===== config.mk =====
export PLATFORM = sky130hd
export DESIGN_NAME = ddr3_fifo_bridge_flat
export DESIGN_NICKNAME = d
export VERILOG_FILES = /design/src/rtl/ddr3_bridge_pkg.sv /design/src/rtl/ddr3_fifo_bridge_if.sv /design/src/rtl/ddr3_rd_return_buf.sv /design/src/rtl/ddr3_fifo_bridge.sv /design/src/flat_wrapper.sv
export SDC_FILE = /design/constraint.sdc
export NUM_CORES = 1
export LEC_CHECK = 0
export ABC_CLOCK_PERIOD_IN_PS = 5890
export CORE_AREA = 2 2 304 306
export CTS_CLUSTER_SIZE = 16
export DETAILED_ROUTE_END_ITERATION = 16
export DIE_AREA = 0 0 306 308
export GPL_ROUTABILITY_DRIVEN = 0
export PLACE_DENSITY = 0.55
export SYNTH_ARGS = -nofsm -noshare
export SYNTH_HDL_FRONTEND = slang
export SYNTH_SLANG_ARGS = --single-unit
export TNS_END_PERCENT = 50

===== constraint.sdc =====
create_clock -name clk -period 5.89 [get_ports clk]
set_input_delay 1.178 -clock clk [delete_from_list [all_inputs] [get_ports clk]]
set_output_delay 1.178 -clock clk [all_outputs]
set_load 0.02 [all_outputs]

===== src/rtl/ddr3_bridge_pkg.sv =====
// Shared types and constants for the cache-FIFO to DDR3 app-interface bridge.
package ddr3_bridge_pkg;
  localparam int LINE_W = 128;

  localparam logic [2:0] APP_CMD_WRITE = 3'b000;
  localparam logic [2:0] APP_CMD_READ  = 3'b001;

  typedef enum logic [1:0] {
    IDLE = 2'd0,
    WR   = 2'd1,
    RD   = 2'd2
  } state_t;
endpackage


===== src/rtl/ddr3_fifo_bridge_if.sv =====
// MIG-style DDR3 user (app_*) interface; master = bridge, slave = controller.
interface ddr3_fifo_bridge_if
  import ddr3_bridge_pkg::*;
#(
  parameter int APP_ADDR_W = 28
) ();
  logic [APP_ADDR_W-1:0] app_addr;
  logic [2:0]            app_cmd;
  logic                  app_en;
  logic                  app_rdy;
  logic [LINE_W-1:0]     app_wdf_data;
  logic                  app_wdf_wren;
  logic                  app_wdf_end;
  logic                  app_wdf_rdy;
  logic [LINE_W-1:0]     app_rd_data;
  logic                  app_rd_data_valid;

  modport master (
    output app_addr, app_cmd, app_en, app_wdf_data, app_wdf_wren, app_wdf_end,
    input  app_rdy, app_wdf_rdy, app_rd_data, app_rd_data_valid
  );

  modport slave (
    input  app_addr, app_cmd, app_en, app_wdf_data, app_wdf_wren, app_wdf_end,
    output app_rdy, app_wdf_rdy, app_rd_data, app_rd_data_valid
  );
endinterface


===== src/rtl/ddr3_rd_return_buf.sv =====
// Read-return FIFO: captures DDR fill data, head is a registered entry so
// a line written this cycle can be drained no earlier than next cycle.
module ddr3_rd_return_buf #(
  parameter int DEPTH = 4,
  parameter int W     = 128,
  parameter int PW    = $clog2(DEPTH),
  parameter int CW    = $clog2(DEPTH) + 1
) (
  input  logic          clk,
  input  logic          rst_n,
  input  logic          push,
  input  logic [W-1:0]  push_data,
  input  logic          pop,
  output logic [W-1:0]  head,
  output logic [CW-1:0] count
);
  logic [DEPTH-1:0][W-1:0] mem_q, mem_d;
  logic [PW-1:0]           wr_ptr_q, wr_ptr_d, rd_ptr_q, rd_ptr_d;
  logic [CW-1:0]           count_q, count_d;
  logic                    push_ok, pop_ok;

  always_comb begin
    pop_ok   = pop && (count_q != '0);
    push_ok  = push && ((count_q != CW'(DEPTH)) || pop_ok);
    mem_d    = mem_q;
    wr_ptr_d = wr_ptr_q;
    rd_ptr_d = rd_ptr_q;
    if (push_ok) begin
      mem_d[wr_ptr_q] = push_data;
      wr_ptr_d        = wr_ptr_q + PW'(1);
    end
    if (pop_ok) rd_ptr_d = rd_ptr_q + PW'(1);
    count_d = count_q + {{(CW-1){1'b0}}, push_ok} - {{(CW-1){1'b0}}, pop_ok};
  end

  always_ff @(posedge clk or negedge rst_n) begin
    if (!rst_n) begin
      mem_q    <= '0;
      wr_ptr_q <= '0;
      rd_ptr_q <= '0;
      count_q  <= '0;
    end else begin
      mem_q    <= mem_d;
      wr_ptr_q <= wr_ptr_d;
      rd_ptr_q <= rd_ptr_d;
      count_q  <= count_d;
    end
  end

  assign head  = mem_q[rd_ptr_q];
  assign count = count_q;
endmodule


===== src/rtl/ddr3_fifo_bridge.sv =====
// Drains the cache write (eviction) and read-in (fill) FIFOs onto the DDR3
// app interface and returns fill data into the read-out FIFO.
module ddr3_fifo_bridge
  import ddr3_bridge_pkg::*;
#(
  parameter int APP_ADDR_W   = 28,
  parameter int ADDR_SHIFT   = 1,
  parameter int RD_BUF_DEPTH = 4
) (
  input  logic              clk,
  input  logic              reset,
  input  logic              init_calib_complete,
  input  logic              wr_fifo_empty,
  input  logic [31:0]       wr_fifo_addr,
  input  logic [LINE_W-1:0] wr_fifo_data,
  output logic              wr_fifo_pop,
  input  logic              rdin_fifo_empty,
  input  logic [31:0]       rdin_fifo_addr,
  output logic              rdin_fifo_pop,
  input  logic              rdout_fifo_full,
  output logic              rdout_fifo_push,
  output logic [LINE_W-1:0] rdout_fifo_data,
  ddr3_fifo_bridge_if.master app,
  output logic              busy,
  output logic              err_unexp_rd
);
  localparam int CW = $clog2(RD_BUF_DEPTH) + 1;

  state_t                  state_q, state_d;
  logic                    en_q, en_d, wren_q, wren_d;
  logic [APP_ADDR_W-1:0]   addr_q, addr_d;
  logic [2:0]              cmd_q, cmd_d;
  logic [LINE_W-1:0]       wdata_q, wdata_d;
  logic [CW-1:0]           outstanding_q, outstanding_d;
  logic                    err_q, err_d;
  logic [CW-1:0]           buf_count;
  logic [LINE_W-1:0]       buf_head;
  logic                    rd_acc, ret_ok, buf_pop, credit_ok;

  // Byte address to burst-aligned DRAM column address.
  function automatic logic [APP_ADDR_W-1:0] col_addr(input logic [31:0] a);
    return APP_ADDR_W'((a >> ADDR_SHIFT) & ~32'h7);
  endfunction

  assign credit_ok = ({1'b0, outstanding_q} + {1'b0, buf_count}) < (CW+1)'(RD_BUF_DEPTH);

  always_comb begin
    state_d     = state_q;
    en_d        = en_q;
    wren_d      = wren_q;
    addr_d      = addr_q;
    cmd_d       = cmd_q;
    wdata_d     = wdata_q;
    wr_fifo_pop = 1'b0;
    rdin_fifo_pop = 1'b0;
    rd_acc      = 1'b0;
    case (state_q)
      IDLE: begin
        // Pops are combinational on FWFT heads; gate with reset so no pop
        // escapes while the block is held in reset.
        if (init_calib_complete && reset) begin
          if (!wr_fifo_empty) begin
            wr_fifo_pop = 1'b1;
            addr_d      = col_addr(wr_fifo_addr);
            cmd_d       = APP_CMD_WRITE;
            wdata_d     = wr_fifo_data;
            en_d        = 1'b1;
            wren_d      = 1'b1;
            state_d     = WR;
          end else if (!rdin_fifo_empty && credit_ok) begin
            rdin_fifo_pop = 1'b1;
            addr_d        = col_addr(rdin_fifo_addr);
            cmd_d         = APP_CMD_READ;
            en_d          = 1'b1;
            state_d       = RD;
          end
        end
      end
      WR: begin
        if (en_q && app.app_rdy)       en_d   = 1'b0;
        if (wren_q && app.app_wdf_rdy) wren_d = 1'b0;
        if (!en_d && !wren_d)          state_d = IDLE;
      end
      RD: begin
        if (app.app_rdy) begin
          en_d    = 1'b0;
          rd_acc  = 1'b1;
          state_d = IDLE;
        end
      end
      default: state_d = IDLE;
    endcase
  end

  always_comb begin
    ret_ok        = app.app_rd_data_valid && (outstanding_q != '0);
    err_d         = err_q || (app.app_rd_data_valid && (outstanding_q == '0));
    outstanding_d = outstanding_q + {{(CW-1){1'b0}}, rd_acc} - {{(CW-1){1'b0}}, ret_ok};
    buf_pop       = (buf_count != '0) && !rdout_fifo_full;
  end

  always_ff @(posedge clk or negedge reset) begin
    if (!reset) begin
      state_q       <= IDLE;
      en_q          <= 1'b0;
      wren_q        <= 1'b0;
      addr_q        <= '0;
      cmd_q         <= '0;
      wdata_q       <= '0;
      outstanding_q <= '0;
      err_q         <= 1'b0;
    end else begin
      state_q       <= state_d;
      en_q          <= en_d;
      wren_q        <= wren_d;
      addr_q        <= addr_d;
      cmd_q         <= cmd_d;
      wdata_q       <= wdata_d;
      outstanding_q <= outstanding_d;
      err_q         <= err_d;
    end
  end

  ddr3_rd_return_buf #(
    .DEPTH (RD_BUF_DEPTH),
    .W     (LINE_W)
  ) u_rd_buf (
    .clk       (clk),
    .rst_n     (reset),
    .push      (ret_ok),
    .push_data (app.app_rd_data),
    .pop       (buf_pop),
    .head      (buf_head),
    .count     (buf_count)
  );

  assign app.app_en       = en_q;
  assign app.app_cmd      = cmd_q;
  assign app.app_addr     = addr_q;
  assign app.app_wdf_data = wdata_q;
  assign app.app_wdf_wren = wren_q;
  assign app.app_wdf_end  = wren_q;

  assign rdout_fifo_push = buf_pop;
  assign rdout_fifo_data = buf_head;
  assign busy            = (state_q != IDLE) || (outstanding_q != '0) || (buf_count != '0);
  assign err_unexp_rd    = err_q;
endmodule


===== src/flat_wrapper.sv =====
// flat-port wrapper written by rule: the top's interface ports become plain ports
module ddr3_fifo_bridge_flat import ddr3_bridge_pkg::*;
#(
  parameter int APP_ADDR_W   = 28,
  parameter int ADDR_SHIFT   = 1,
  parameter int RD_BUF_DEPTH = 4
)
  (clk, reset, init_calib_complete, wr_fifo_empty, wr_fifo_addr, wr_fifo_data, wr_fifo_pop, rdin_fifo_empty, rdin_fifo_addr, rdin_fifo_pop, rdout_fifo_full, rdout_fifo_push, rdout_fifo_data, busy, err_unexp_rd, app_app_addr, app_app_cmd, app_app_en, app_app_wdf_data, app_app_wdf_wren, app_app_wdf_end, app_app_rdy, app_app_wdf_rdy, app_app_rd_data, app_app_rd_data_valid);
  ddr3_fifo_bridge_if #(.APP_ADDR_W(APP_ADDR_W)) app_i ();
  input  logic clk;
  input  logic reset;
  input  logic init_calib_complete;
  input  logic wr_fifo_empty;
  input  logic [31:0] wr_fifo_addr;
  input  logic [LINE_W-1:0] wr_fifo_data;
  output logic wr_fifo_pop;
  input  logic rdin_fifo_empty;
  input  logic [31:0] rdin_fifo_addr;
  output logic rdin_fifo_pop;
  input  logic rdout_fifo_full;
  output logic rdout_fifo_push;
  output logic [LINE_W-1:0] rdout_fifo_data;
  output logic busy;
  output logic err_unexp_rd;
  output wire logic [$bits(app_i.app_addr)-1:0] app_app_addr;
  output wire logic [$bits(app_i.app_cmd)-1:0] app_app_cmd;
  output wire logic [$bits(app_i.app_en)-1:0] app_app_en;
  output wire logic [$bits(app_i.app_wdf_data)-1:0] app_app_wdf_data;
  output wire logic [$bits(app_i.app_wdf_wren)-1:0] app_app_wdf_wren;
  output wire logic [$bits(app_i.app_wdf_end)-1:0] app_app_wdf_end;
  input wire logic [$bits(app_i.app_rdy)-1:0] app_app_rdy;
  input wire logic [$bits(app_i.app_wdf_rdy)-1:0] app_app_wdf_rdy;
  input wire logic [$bits(app_i.app_rd_data)-1:0] app_app_rd_data;
  input wire logic [$bits(app_i.app_rd_data_valid)-1:0] app_app_rd_data_valid;
  assign app_app_addr = app_i.app_addr;
  assign app_app_cmd = app_i.app_cmd;
  assign app_app_en = app_i.app_en;
  assign app_app_wdf_data = app_i.app_wdf_data;
  assign app_app_wdf_wren = app_i.app_wdf_wren;
  assign app_app_wdf_end = app_i.app_wdf_end;
  assign app_i.app_rdy = app_app_rdy;
  assign app_i.app_wdf_rdy = app_app_wdf_rdy;
  assign app_i.app_rd_data = app_app_rd_data;
  assign app_i.app_rd_data_valid = app_app_rd_data_valid;
  ddr3_fifo_bridge #(.APP_ADDR_W(APP_ADDR_W), .ADDR_SHIFT(ADDR_SHIFT), .RD_BUF_DEPTH(RD_BUF_DEPTH)) u_core (.clk(clk), .reset(reset), .init_calib_complete(init_calib_complete), .wr_fifo_empty(wr_fifo_empty), .wr_fifo_addr(wr_fifo_addr), .wr_fifo_data(wr_fifo_data), .wr_fifo_pop(wr_fifo_pop), .rdin_fifo_empty(rdin_fifo_empty), .rdin_fifo_addr(rdin_fifo_addr), .rdin_fifo_pop(rdin_fifo_pop), .rdout_fifo_full(rdout_fifo_full), .rdout_fifo_push(rdout_fifo_push), .rdout_fifo_data(rdout_fifo_data), .app(app_i), .busy(busy), .err_unexp_rd(err_unexp_rd));
endmodule

# After elaboration in Yosys (flattened, before gate mapping)
# Cells that the tools add are included.
# classes
magnitude_cmp,4
n_eq_ne,9
mux,36
addsub,7
reduce_logical,31
bitwise,1
# op_table
op,n
bitwise mux 512 bit,1
binary-select mux 128 bit (select 2 bit),1
demux 128 bit (select 2 bit),1
two-way mux 128 bit,2
two-way mux 28 bit,2
two-way mux 1 bit,19
logical AND 1 bit,11
two-way mux 2 bit,5
AND reduction 3 bit,3
nonzero test 3 bit,3
AND reduction 4 bit,2
adder 3 x 1 -> 3 bit,2
"less-than comparator 2 x 3 -> 1 bit, second input constant",2
two-way mux 3 bit,2
"inequality test 2 x 1 -> 1 bit, second input constant",3
one-hot mux 2 bit (3 select lines),1
subtractor 3 x 1 -> 3 bit,2
"adder 2 x 1 -> 2 bit, second input constant",2
adder 3 x 3 -> 4 bit,1
logical NOT 1 bit,4
logical OR 1 bit,4
"less-than comparator 4 x 3 -> 1 bit, second input constant",1
"inequality test 2 bit, second input constant",2
nonzero test 2 bit,2
10 further kinds,10
# totals
out_inout_bits,295
elab_cells,103
register_bits,686
in_bits,329

# Logic depth before layout (Yosys ltp)
# logic_depth
word_depth,7
depth_mapped,9

# Cells and area by module
# Synthesis repeated with hierarchy kept, for this count alone.
# hier_totals
hier_cells,1685
hier_area_um2,29199.3
# by_module_without_submodules
mod,n_inst,area_each_um2,cells_per_inst
ddr3_rd_return_buf,1,22619.2,1274
ddr3_fifo_bridge,1,6580.1,411

# Worst setup path before layout
# Ideal clock, no wire load.
# synth_timing
path_type,input-to-output
start,input port wr_fifo_empty
end,output port wr_fifo_pop
setup_slack_ns,2.823
cell_stages,4
arrival_time_ns,1.889
n_path_buf,2
cell_sequence,and3b_1 > and2_1 > buf_2 > buf_2
# synth_between
elab_chain_len,3
# synth_lines
item,line_no,rtl
"start, declared",flat_wrapper.sv:13,input logic wr_fifo_empty;
two-way mux 1 bit,ddr3_fifo_bridge.sv:62,if (!wr_fifo_empty) begin
two-way mux 1 bit,ddr3_fifo_bridge.sv:61,if (init_calib_complete && reset) begin
two-way mux 1 bit,ddr3_fifo_bridge.sv:57,case (state_q)
"end, declared",flat_wrapper.sv:16,output logic wr_fifo_pop;
# Every way passes these cells.

# Final worst setup path
# layout_timing
start,register u_core.u_rd_buf.rd_ptr_q[0]
end,output port rdout_fifo_data[9]
# layout_between
elab_chain_len,2
# layout_lines
item,line_no,rtl
"start, declared",ddr3_rd_return_buf.sv:18,"logic [PW-1:0] wr_ptr_q, wr_ptr_d, rd_ptr_q, rd_ptr_d;"
"start signal, assigned",ddr3_rd_return_buf.sv:45,rd_ptr_q <= rd_ptr_d;
binary-select mux 128 bit (select 2 bit),ddr3_rd_return_buf.sv:50,assign head = mem_q[rd_ptr_q];
two-way mux 128 bit (implied by the code),ddr3_rd_return_buf.sv:50,
"end, declared",flat_wrapper.sv:22,output logic [LINE_W-1:0] rdout_fifo_data;
# Every way passes these cells. The select of a mux whose other input is x is not followed.

==> results by group <==
Timing
  – Period utilization: about three quarters
  – Worst-margin pin slew: around 1.1 ns
  – TNS Setup: 0 ns
  – Slew headroom: between 20% and 30%
  – Final setup vio count: 0
  – Final slew viol count: 0
  – F_max: 231.1 MHz
  – Endpoints failing hold: 0
  – Final min period: 4.327 ns
  – Skew final: 0.01882 ns
  – RSZ-0062 raised after global routing: no

Global routing
  – First-pass GRT wire length: 128,200 microns
  – Grt total ovfl: 0
  – Total GRT Usage: between 15 and 20%
  – Vias in the first global route: 19,620
  – Largest net degree at the start of global routing: 151
  – Initial antenna violation count: 15

Die
  – Initial Utilization: 34.83%
  – Die X-Extent: between 300 and 400 microns
  – Rows: 111
  – Core Region: approximately 0.091 sq mm
  – Die Ht: between 300 and 400 microns
  – I/O Pins: 624
  – Die area: around 0.094 sq mm

Power and ir drop
  – Leak pwr: roughly 18 nW
  – IR drop worst, VDD: roughly 0.31 mV
  – Power per Cell Area: ~650 mW/mm^2

Layout
  – Final instance area: 0.04084 sq mm
  – Layout fillers: approximately 7,900
  – Layout Nets: around 2,600
  – Share of layout cells above drive strength 1: 38.44%
  – Area Growth Syn to Fin: 28.90%

CTS
  – Clock buffer depth: 3
  – CTS tree: yes
  – Post-CTS resize count: 0
  – Clock network latency to the later pin of the worst-skew pair: 0.63 ns
  – CTS clk-pin slew, worst paths: approximately 0.06 ns
  – Hold_buf cts: 0
  – Number of post-CTS setup repair buffers: 0
  – CTS Buf Count: 80
  – H-tree lvl count: 3
  – Root buf cell: clkbuf_16
  – Clock Sinks: roughly 680

Logic synthesis
  – Synthesized area per cell: about 19 sq um
  – Number of synthesized register bits: roughly 680
  – Cells after Synth: 1,682
  – Mapped Area: 0.03168 sq mm
  – Post-synth EDFFs: 0
  – YS warnings: 0
  – Fraction of registers with async set/reset: 100.0%
  – Post-synthesis sequential area ratio: between 50% and 60%
  – Yosys cell types: 40
  – Main flop type after synthesis: dfrtp_1

Drt
  – Wire per inst: between 20 and 25 microns
  – Wirelength, routed: between 80,000 and 90,000 microns
  – Drt pass-1 iters: 5
  – Total number of vias: ~17,000
  – Via density: between 4 and 5
  – Antenna Nets Post-Route: 0
  – Drt initial violations: about 800
  – DRC: 0

Placed design
  – # port buffers: ~600
  – Placed inst area: between 0.03 and 0.04 sq mm
  – Post-DP HPWL: approximately 55,000 microns

Critical path
  – CP Class: reg -> out
  – CP startpoint kind: flip-flop
  – CP endpoint kind: output pin
  – CP arrival: between 3 and 4 ns
  – CP required: approximately 4.7 ns
  – Crit Path Max Fanout: 24

Run status
  – Outcome: finished clean

Worst hold path
  – Hold Crit Class: reg -> reg

Run
  – # Max-Cap Violations: 0
==> state kept, by name (all words and copies together) (netlist names) <==
name                      flops
u_core.app.app_cmd            1
u_core.outstanding_q          3
u_core.u_rd_buf.wr_ptr_q      2
u_core.app.app_wdf_data     128
u_core.u_rd_buf.mem_q       512
u_core.app.app_wdf_end        1
u_core.app.app_addr          25
u_core.err_unexp_rd           1
u_core.state_q                2
u_core.u_rd_buf.count         3
u_core.u_rd_buf.rd_ptr_q      2
u_core.app.app_en             1
==> metal layers <==
metal,track usage (%),up-vias,wire [microns]
met5,0,-,103
met2,29.05,397,40880
met3,5.264,135,4773
met4,5.499,18,2142
li1,-,7397,-
met1,23.12,9151,36100
==> critical path: stages (launching register included) <==
cell	delay, ns
dfrtp_4	0.78
buf_4	0.52
mux4_2	0.58
clkdlybuf4s50_1	0.61
==> layout make-up <==
cell class | count | area (sq um) | area share (%)
antenna | 6 | 15.01 | 0.03676
clock buffer | 121 | 2389 | 5.849
clock inverter | 22 | 212.7 | 0.5208
inverter | 12 | 45.04 | 0.1103
multi-input combinational | 881 | 13200 | 32.31
sequential | 681 | 17050 | 41.75
tap | 1186 | 1484 | 3.634
timing repair buffer | 632 | 6449 | 15.79
==> power by group <==
part           switching, W  leakage, nW  internal, W
logic               0.00536         9.00      0.00751
clock network       0.00201         1.28      0.00293
registers           0.00154         8.08      0.00710
==> cells by family (layout without fill, tap and decap cells) <==
family	after synthesis	after routing	share of synthesized area [%]
adder cells (fa/ha/maj)	12	12	0.5213
buffers and inverters	124	787	4.613
multiplexers	819	819	39.81
other	1	11	0.01184
flip-flops	681	681	53.79
AO/OA/AOI/OAI	9	9	0.2607
AND/OR/NAND/NOR	28	28	0.7741
XOR/XNOR	8	8	0.2212
==> cell usage in the layout, fill, tap and decap left out, types with 3 or more instances in the layout <==
| master | Yosys | routed |
|---|---|---|
| mux2_4 | 519 | 519 |
| mux2_1 | 80 | 80 |
| mux4_2 | 128 | 128 |
| nand3_1 | 3 | 3 |
| clkbuf_16 | 0 | 82 |
| clkinv_2 | 0 | 13 |
| clkbuf_1 | 8 | 20 |
| nor2_1 | 4 | 4 |
| nand3_4 | 4 | 4 |
| nand2_1 | 4 | 4 |
| buf_4 | 6 | 13 |
| bufinv_16 | 0 | 3 |
| nor3_1 | 3 | 3 |
| clkbuf_8 | 0 | 19 |
| inv_1 | 12 | 12 |
| diode_2 | 0 | 6 |
| xnor2_1 | 6 | 6 |
| dfrtp_1 | 681 | 679 |
| clkdlybuf4s50_1 | 0 | 603 |
| conb_1 | 1 | 5 |
| mux2_2 | 92 | 92 |
| ha_1 | 10 | 10 |
| buf_12 | 44 | 15 |
==> path summary, 6_finish.rpt <==
path / startpoint / end / slack [ns] / cells after the start
hold / removal: u_core.err_unexp_rd$_DFF_PN0_ / u_core.err_unexp_rd$_DFF_PN0_ / 0.46 / 1
max in group asynchronous: reset / u_core.u_rd_buf.mem_q[305]$_DFFE_PN0P_ / 3.41 / 3
hold reg to reg: u_core.err_unexp_rd$_DFF_PN0_ / u_core.err_unexp_rd$_DFF_PN0_ / 0.46 / 1
min in group asynchronous: reset / u_core.u_rd_buf.mem_q[377]$_DFFE_PN0P_ / 0.50 / 1
setup / recovery: u_core.u_rd_buf.rd_ptr_q[0]$_DFFE_PN0P_ / rdout_fifo_data[9] / 1.56 / 3
setup reg to reg: u_core.outstanding_q[1]$_DFF_PN0_ / u_core.u_rd_buf.mem_q[341]$_DFFE_PN0P_ / 3.37 / 4
==> through the flow <==
| step | setup slack, ns | hold WS, ns | util, % | total power [W] | cells |
|---|---|---|---|---|---|
| floorplan | 2.823 | 0.4587 | - | 0.01682 | 1686 |
| global placement | 1.717 | 0.4454 | 42.02 | 0.02140 | 3392 |
| detailed placement | 1.715 | 0.4517 | 42.02 | 0.02168 | 3392 |
| CTS | 1.388 | 0.4619 | 44.88 | 0.02683 | 3535 |
| global route | 1.357 | 0.4740 | 44.89 | 0.02779 | 3540 |
| finish | 1.563 | 0.4618 | 44.89 | 0.02644 | 3541 |
==> Yosys cell counts, drive strengths merged (2+ instances only) <==
cell type | number | area, sq um
a31oi | 2 | 12.51
mux2 | 691 | 9729
nand2 | 4 | 15.01
xnor2 | 6 | 52.55
nor2 | 4 | 15.01
ha | 10 | 125.1
mux4 | 128 | 2883
inv | 12 | 45.04
xor2 | 2 | 17.52
dfrtp | 681 | 17040
clkbuf | 8 | 30.03
a21oi | 2 | 10.01
nor3 | 3 | 15.01
nand3 | 7 | 85.08
fa | 2 | 40.04
buf | 104 | 1386
No activity file was read; power rests on OpenSTA's default activity.
